`src/rtl/cordic_result_buffer.sv`:
```
// Result buffer behind the CORDIC pipeline: tags live pipeline slots, applies the quadrant
// signs to the float32 cos/sin magnitudes, and queues them behind credit-based admission.
module cordic_result_buffer #(
    parameter int LATENCY = 17,
    parameter int DEPTH   = 32
) (
    input  logic        clk,
    input  logic        rst,
    input  logic        in_valid,
    output logic        in_ready,
    input  logic [31:0] x_in,
    input  logic [31:0] y_in,
    input  logic        cos_neg_in,
    input  logic        sin_neg_in,
    output logic        out_valid,
    input  logic        out_ready,
    output logic [31:0] cos_out,
    output logic [31:0] sin_out,
    output logic [6:0]  count
);
    localparam int         PTR_W   = $clog2(DEPTH);
    localparam logic [6:0] DEPTH_C = 7'(DEPTH);

    logic [LATENCY-1:0] tag;
    logic [6:0]         credits;
    logic [PTR_W-1:0]   wr_ptr;
    logic [PTR_W-1:0]   rd_ptr;
    logic [31:0]        mem_cos [DEPTH];
    logic [31:0]        mem_sin [DEPTH];
    logic               issue;
    logic               pop;
    logic               res_valid;
    logic [31:0]        cos_signed;
    logic [31:0]        sin_signed;

    // Zero magnitude always leaves as +0, whatever the quadrant flag says.
    function automatic logic [31:0] apply_sign(input logic [31:0] v, input logic neg);
        return (v[30:0] == 31'd0) ? 32'd0 : {v[31] ^ neg, v[30:0]};
    endfunction

    assign issue      = in_valid & in_ready;
    assign pop        = out_valid & out_ready;
    assign res_valid  = tag[LATENCY-1];
    assign cos_signed = apply_sign(x_in, cos_neg_in);
    assign sin_signed = apply_sign(y_in, sin_neg_in);

    assign in_ready  = credits < DEPTH_C;
    assign out_valid = count != 7'd0;
    assign cos_out   = out_valid ? mem_cos[rd_ptr] : 32'd0;
    assign sin_out   = out_valid ? mem_sin[rd_ptr] : 32'd0;

    always_ff @(posedge clk or posedge rst) begin
        if (rst) begin
            tag     <= '0;
            credits <= '0;
            wr_ptr  <= '0;
            rd_ptr  <= '0;
            count   <= '0;
        end else begin
            tag <= (tag << 1) | LATENCY'(issue);

            // An arrival only moves a credit from in-flight to buffered.
            case ({issue, pop})
                2'b10:   credits <= credits + 7'd1;
                2'b01:   credits <= credits - 7'd1;
                default: credits <= credits;
            endcase

            case ({res_valid, pop})
                2'b10:   count <= count + 7'd1;
                2'b01:   count <= count - 7'd1;
                default: count <= count;
            endcase

            if (res_valid) wr_ptr <= wr_ptr + PTR_W'(1);
            if (pop)       rd_ptr <= rd_ptr + PTR_W'(1);
        end
    end

    always_ff @(posedge clk) begin
        if (res_valid) begin
            mem_cos[wr_ptr] <= cos_signed;
            mem_sin[wr_ptr] <= sin_signed;
        end
    end

endmodule
```
`config.mk`:
```
export PLATFORM = sky130hd
export DESIGN_NAME = cordic_result_buffer
export DESIGN_NICKNAME = d
export VERILOG_FILES = /design/src/rtl/cordic_result_buffer.sv
export SDC_FILE = /design/constraint.sdc
export NUM_CORES = 2
export LEC_CHECK = 0
export ABC_CLOCK_PERIOD_IN_PS = 6300
export BUFFER_PORTS_ARGS = -buffer_cell sky130_fd_sc_hd__buf_4
export CAP_MARGIN = 15
export CORE_ASPECT_RATIO = 0.75
export CORE_MARGIN = 4
export CORE_UTILIZATION = 48
export DETAILED_ROUTE_END_ITERATION = 6
export SYNTH_ARGS = -nofsm -noshare
export SYNTH_HDL_FRONTEND = slang
export SYNTH_SLANG_ARGS = --single-unit
```
`constraint.sdc`:
```
create_clock -name clk -period 6.3 [get_ports clk]
set_input_delay 1.26 -clock clk [delete_from_list [all_inputs] [get_ports clk]]
set_output_delay 1.26 -clock clk [all_outputs]
set_load 0.01 [all_outputs]
```
## Word-level counts from Yosys, hierarchy flattened

Memories as Yosys holds them, arrays and structs flattened.
Cells that the tools add are included.
W data, S select, Z words.

- Add/sub/neg operators: 6
- Multipliers: 0
- Divide/modulo/power cells: 0
- Magnitude comparators: 1
- Equality and inequality tests: 4
- Shifts and indexed selects: 0
- Multiplexer cells: 8
- Bitwise operators: 5
- Reductions and logical operators: 5

Operators by type and width:

| cell | number |
|---|---|
| $mux W32 | 4 |
| $logic_not A31 Y1 | 2 |
| $pmux W7 S2 | 2 |
| $or A17 B1 Y17 | 1 |
| $add A7 B1 Y7 const B | 2 |
| $sub A7 B1 Y7 const B | 2 |
| $add A5 B1 Y5 const B | 2 |
| $lt A7 B6 Y1 const B | 1 |
| $reduce_bool A7 Y1 | 1 |
| $eq A2 B1 Y1 const B | 2 |
| $eq A2 B2 Y1 const B | 2 |
| $reduce_bool A2 Y1 | 2 |
| $and A1 B1 Y1 | 2 |
| $mux W1 | 2 |
| $xor A1 B1 Y1 | 2 |

- Register bits: 41
- Latch bits: 0
- RAM bits: 2048
- ROM bits: 0
- Input port bits: 70
- Memories kept: 2

Memory list:

| name | words | width | rd ports | clocked after Yosys merged registers in | write ports | RTL line | RTL |
|---|---|---|---|---|---|---|---|
| mem_cos | 32 | 32 | 1 | 0 | 1 | 28 | `logic [31:0] mem_cos [DEPTH];` |
| mem_sin | 32 | 32 | 1 | 0 | 1 | 29 | `logic [31:0] mem_sin [DEPTH];` |

## Longest topological paths before layout

- Depth after elaboration: 4
- Gate-level depth with buffers: 16

## Least setup slack after synthesis

No wires, ideal clock.

- Path type: reg-to-reg
- Start point: reg wr_ptr[3]
- End point: mem mem_cos[12][0], enable pin
- Library setup time: 0.564 ns
- Arrival time: 5.228 ns
- Data required time: 5.736 ns
- Slack: 0.508 ns
- Stages on the path, launching flop included: 4
- Path buffers: 1
- Cells stage by stage: dfrtp_1 -> buf_1 -> nand2_1 -> nor3_1

RTL lines:

| item | RTL line | RTL |
|---|---|---|
| start, declared | 26 | `logic [PTR_W-1:0] wr_ptr;` |
| start signal, assigned | 75 | `if (res_valid) wr_ptr <= wr_ptr + PTR_W'(1);` |
| end, declared | 28 |  |

No word-level cell before the write port.

## Final worst setup path

- Start point: reg rd_ptr[1]
- End point: out cos_out[23]

- Cells in the longest elaborated chain, start to end: 2

RTL lines:

| item | RTL line | RTL |
|---|---|---|
| start, declared | 27 | `logic [PTR_W-1:0] rd_ptr;` |
| start signal, assigned | 76 | `if (pop) rd_ptr <= rd_ptr + PTR_W'(1);` |
| $mem_v2 Z32 W32 | n/a |  |
| $mux W32 | 49 | `assign cos_out = out_valid ? mem_cos[rd_ptr] : 32'd0;` |
| end, declared | 17 | `output logic [31:0] cos_out,` |

No other way between the ends.

==> impl_results.md <==
- Worst min path class: reg -> reg
- DR top layer: met5
- Number of I/O pins: 143
- Maximum vdd drop: 0.479 mV
- Aggregate routed wire length: 205 mm
- Post-synthesis compound-gate area fraction: 3.84%
- Overall power: 38.6 mW
- Die height: 363 um
- Final HPWL DP: 102 mm
- Rows: 130
- Area of the core: 167000 um2
- Post-Syn Instances: 3771
- Post-Place Setup Slack: 1480 ps
- # hold bufs at CTS: 0
- Hold WS: 344 ps
- Vias in the first global route: 39400
- Status: finished clean
- Worst skew pair latency: 820 ps
- Final Slew Violations: 0
- Combinational family with the most area after synthesis: multiplexers
- Synth Register Bits: 2089
- Initial antenna violation count: 13
- Total negative setup slack: 0 ps
- Syn_nets: 3852
- Cts repair resizes: 0
- Post-Synth XOR/XNOR Area: 0.293%
- DRC violations left: 0
- Via density: 6.23
- DRT met1 WL: 88.8 mm
- Synth Area per Inst: 21.4 um2
- Relative slew slack: 20.9%
- Die footprint: 175000 um2
- Mapped cell area: 80800 um2
- Via count: 39400
- Met2 Routed Length: 95.2 mm
- Post-synthesis sequential area ratio: 77.4%
- Layout cells sized above 1: 25.8%
- Port Buffer Count: 142
- Reg-to-reg slack, setup: 2850 ps
- Yosys warnings: 0
- DIE WIDTH: 482 um
- H-tree depth: 4
- Post-route ant nets: 0
- # setup viols final: 0
- WL/cell: 32.5 um
- Detailed Route Iter0 Violations: 4624
- Commonest cells after routing, fill and taps aside: edfxtp_1, mux4_2, mux2i_1
- CTS tree: built
- RD Place Congestion: 0.727
- Nets: 4000
- Layout area overhead: 12.2%
- Met3 wire len: 15.8 mm
- Critical path startpoint category: flop
- Final Hold Fails: 0
- Worst Tran Pin Value: 1190 ps
- Clk sink count: 2089
- Minimum clock period: 5610 ps
- Crit end category: primary output
- Reg clk slew, reported paths: 60 ps
- Cell variety after synth: 53
- Simple logic cell fraction of the synthesized area: 1.66%
- Cells on Worst Hold Path: 0
- Final Skew: 29.6 ps
- Area share of fa/ha/maj cells after synthesis: 0.170%
- Total Routing Usage GR: 23.5%
- Fin crit share: 89.0%
- FF-to-FF path depth: 12
- GR Overflow Total: 0
- Multiplexer share of the synthesized area: 14.8%
- Setup CP Type: reg -> out
- PwrDens: 425 nW/um2
- FMAX: 178 MHz
- Clk root buf: clkbuf_16
- Worst setup margin: 691 ps
- MaxCap Viol Count: 0
- Worst Path Arrival: 4350 ps
- Top_reg_cell synth: edfxtp_1
- Post-synth EDFFs: 2048
- Largest net degree at the start of global routing: 114
- First-pass GRT wire length: 293 mm
- Clock Path Buffers: 3
- Leak: 28.7 nW
- Post-CTS setup buffer count: 0
- Starting density of the core: 48.3%
- Worst-path maximum fanout: 113
- Post-synth ARST share: 1.96%
- Unrepaired setup endpoints after global routing: false
- TritonCTS Buffers: 195
- Critical Path RT: 5040 ps
- Drt pass-1 iters: 5
- Commonest non-fill, non-tap cell in the layout: edfxtp_1
worst paths after layout:
path | to | from
max | cos_out[23] | rd_ptr[1]
min | tag[3] | tag[2]
max reg2reg | count[6] | count[2]
min reg2reg | tag[3] | tag[2]
max in group asynchronous | rd_ptr[4] | rst
min in group asynchronous | credits[5] | rst
metrics by stage:
stage               instances  instance area, um2  util (%)
floorplan                3771               80800         -
global placement         5963               84600      50.5
detailed placement       5963               84600      50.5
CTS                      6315               90600      54.1
global route             6319               90600      54.2
finish                   6324               90700      54.2
cell type report:
type                       instances  area (um2)
fill                           12600       76700
multi-input combinational       1392       17100
timing repair buffer             233        2210
clock buffer                     239        5160
tap                             2244        2810
clock inverter                   113         817
antenna                            6        15.0
sequential                      2089       62500
inverter                           8        30.0
state kept, by name, indices dropped and copies added, names as in the netlist:
name / flops
rd_ptr: 5
wr_ptr: 5
count: 7
credits: 7
tag: 17
mem_sin: 1024
mem_cos: 1024
metal layers:
layer	global-route usage, %	vias to the layer above
li1	-	16100
met1	35.3	21300
met2	36.1	1665
met3	3.78	306
met4	6.41	2
met5	0	-
cell families after synthesis:
family / after synthesis
adders and majority gates: 11
DFF: 2089
and+or+nand+nor: 276
xor gates and xnor gates: 27
buffers and inverters: 290
muxes: 707
AOI/OAI and AO/OA: 371
report_power, final:
part	total [mW]	switching [mW]	internal, mW
Sequential	16.1	0.469	15.7
Clock	11.2	5.03	6.17
Combinational	11.2	6.30	4.94
Total	38.6	11.8	26.8
Yosys cell counts, types with 17 or more instances:
cell type / n / area share [%]
nor2b_1: 20 / 0.15
a2111oi_2: 50 / 0.93
clkbuf_1: 137 / 0.64
a22o_1: 48 / 0.52
edfxtp_1: 2048 / 76
nand2_1: 18 / 0.084
nor2_1: 108 / 0.50
nor3_1: 73 / 0.45
mux2i_1: 249 / 3.1
a21oi_1: 28 / 0.17
buf_6: 20 / 0.28
a22oi_1: 17 / 0.16
dfrtp_1: 41 / 1.3
mux2_2: 74 / 1.0
buf_4: 25 / 0.23
o22ai_1: 64 / 0.50
a211oi_1: 65 / 0.60
mux4_2: 384 / 11
o221ai_1: 49 / 0.53
buf_2: 88 / 0.55
worst max-delay path, stage by stage (launching register included):
cell and delay [ps]:
dfrtp_4 790, buf_4 560, buf_12 540, mux4_2 580, mux2_2 270, a221oi_1 280
nor2_1 190, buf_4 190
(Power assumes the default switching activity.)
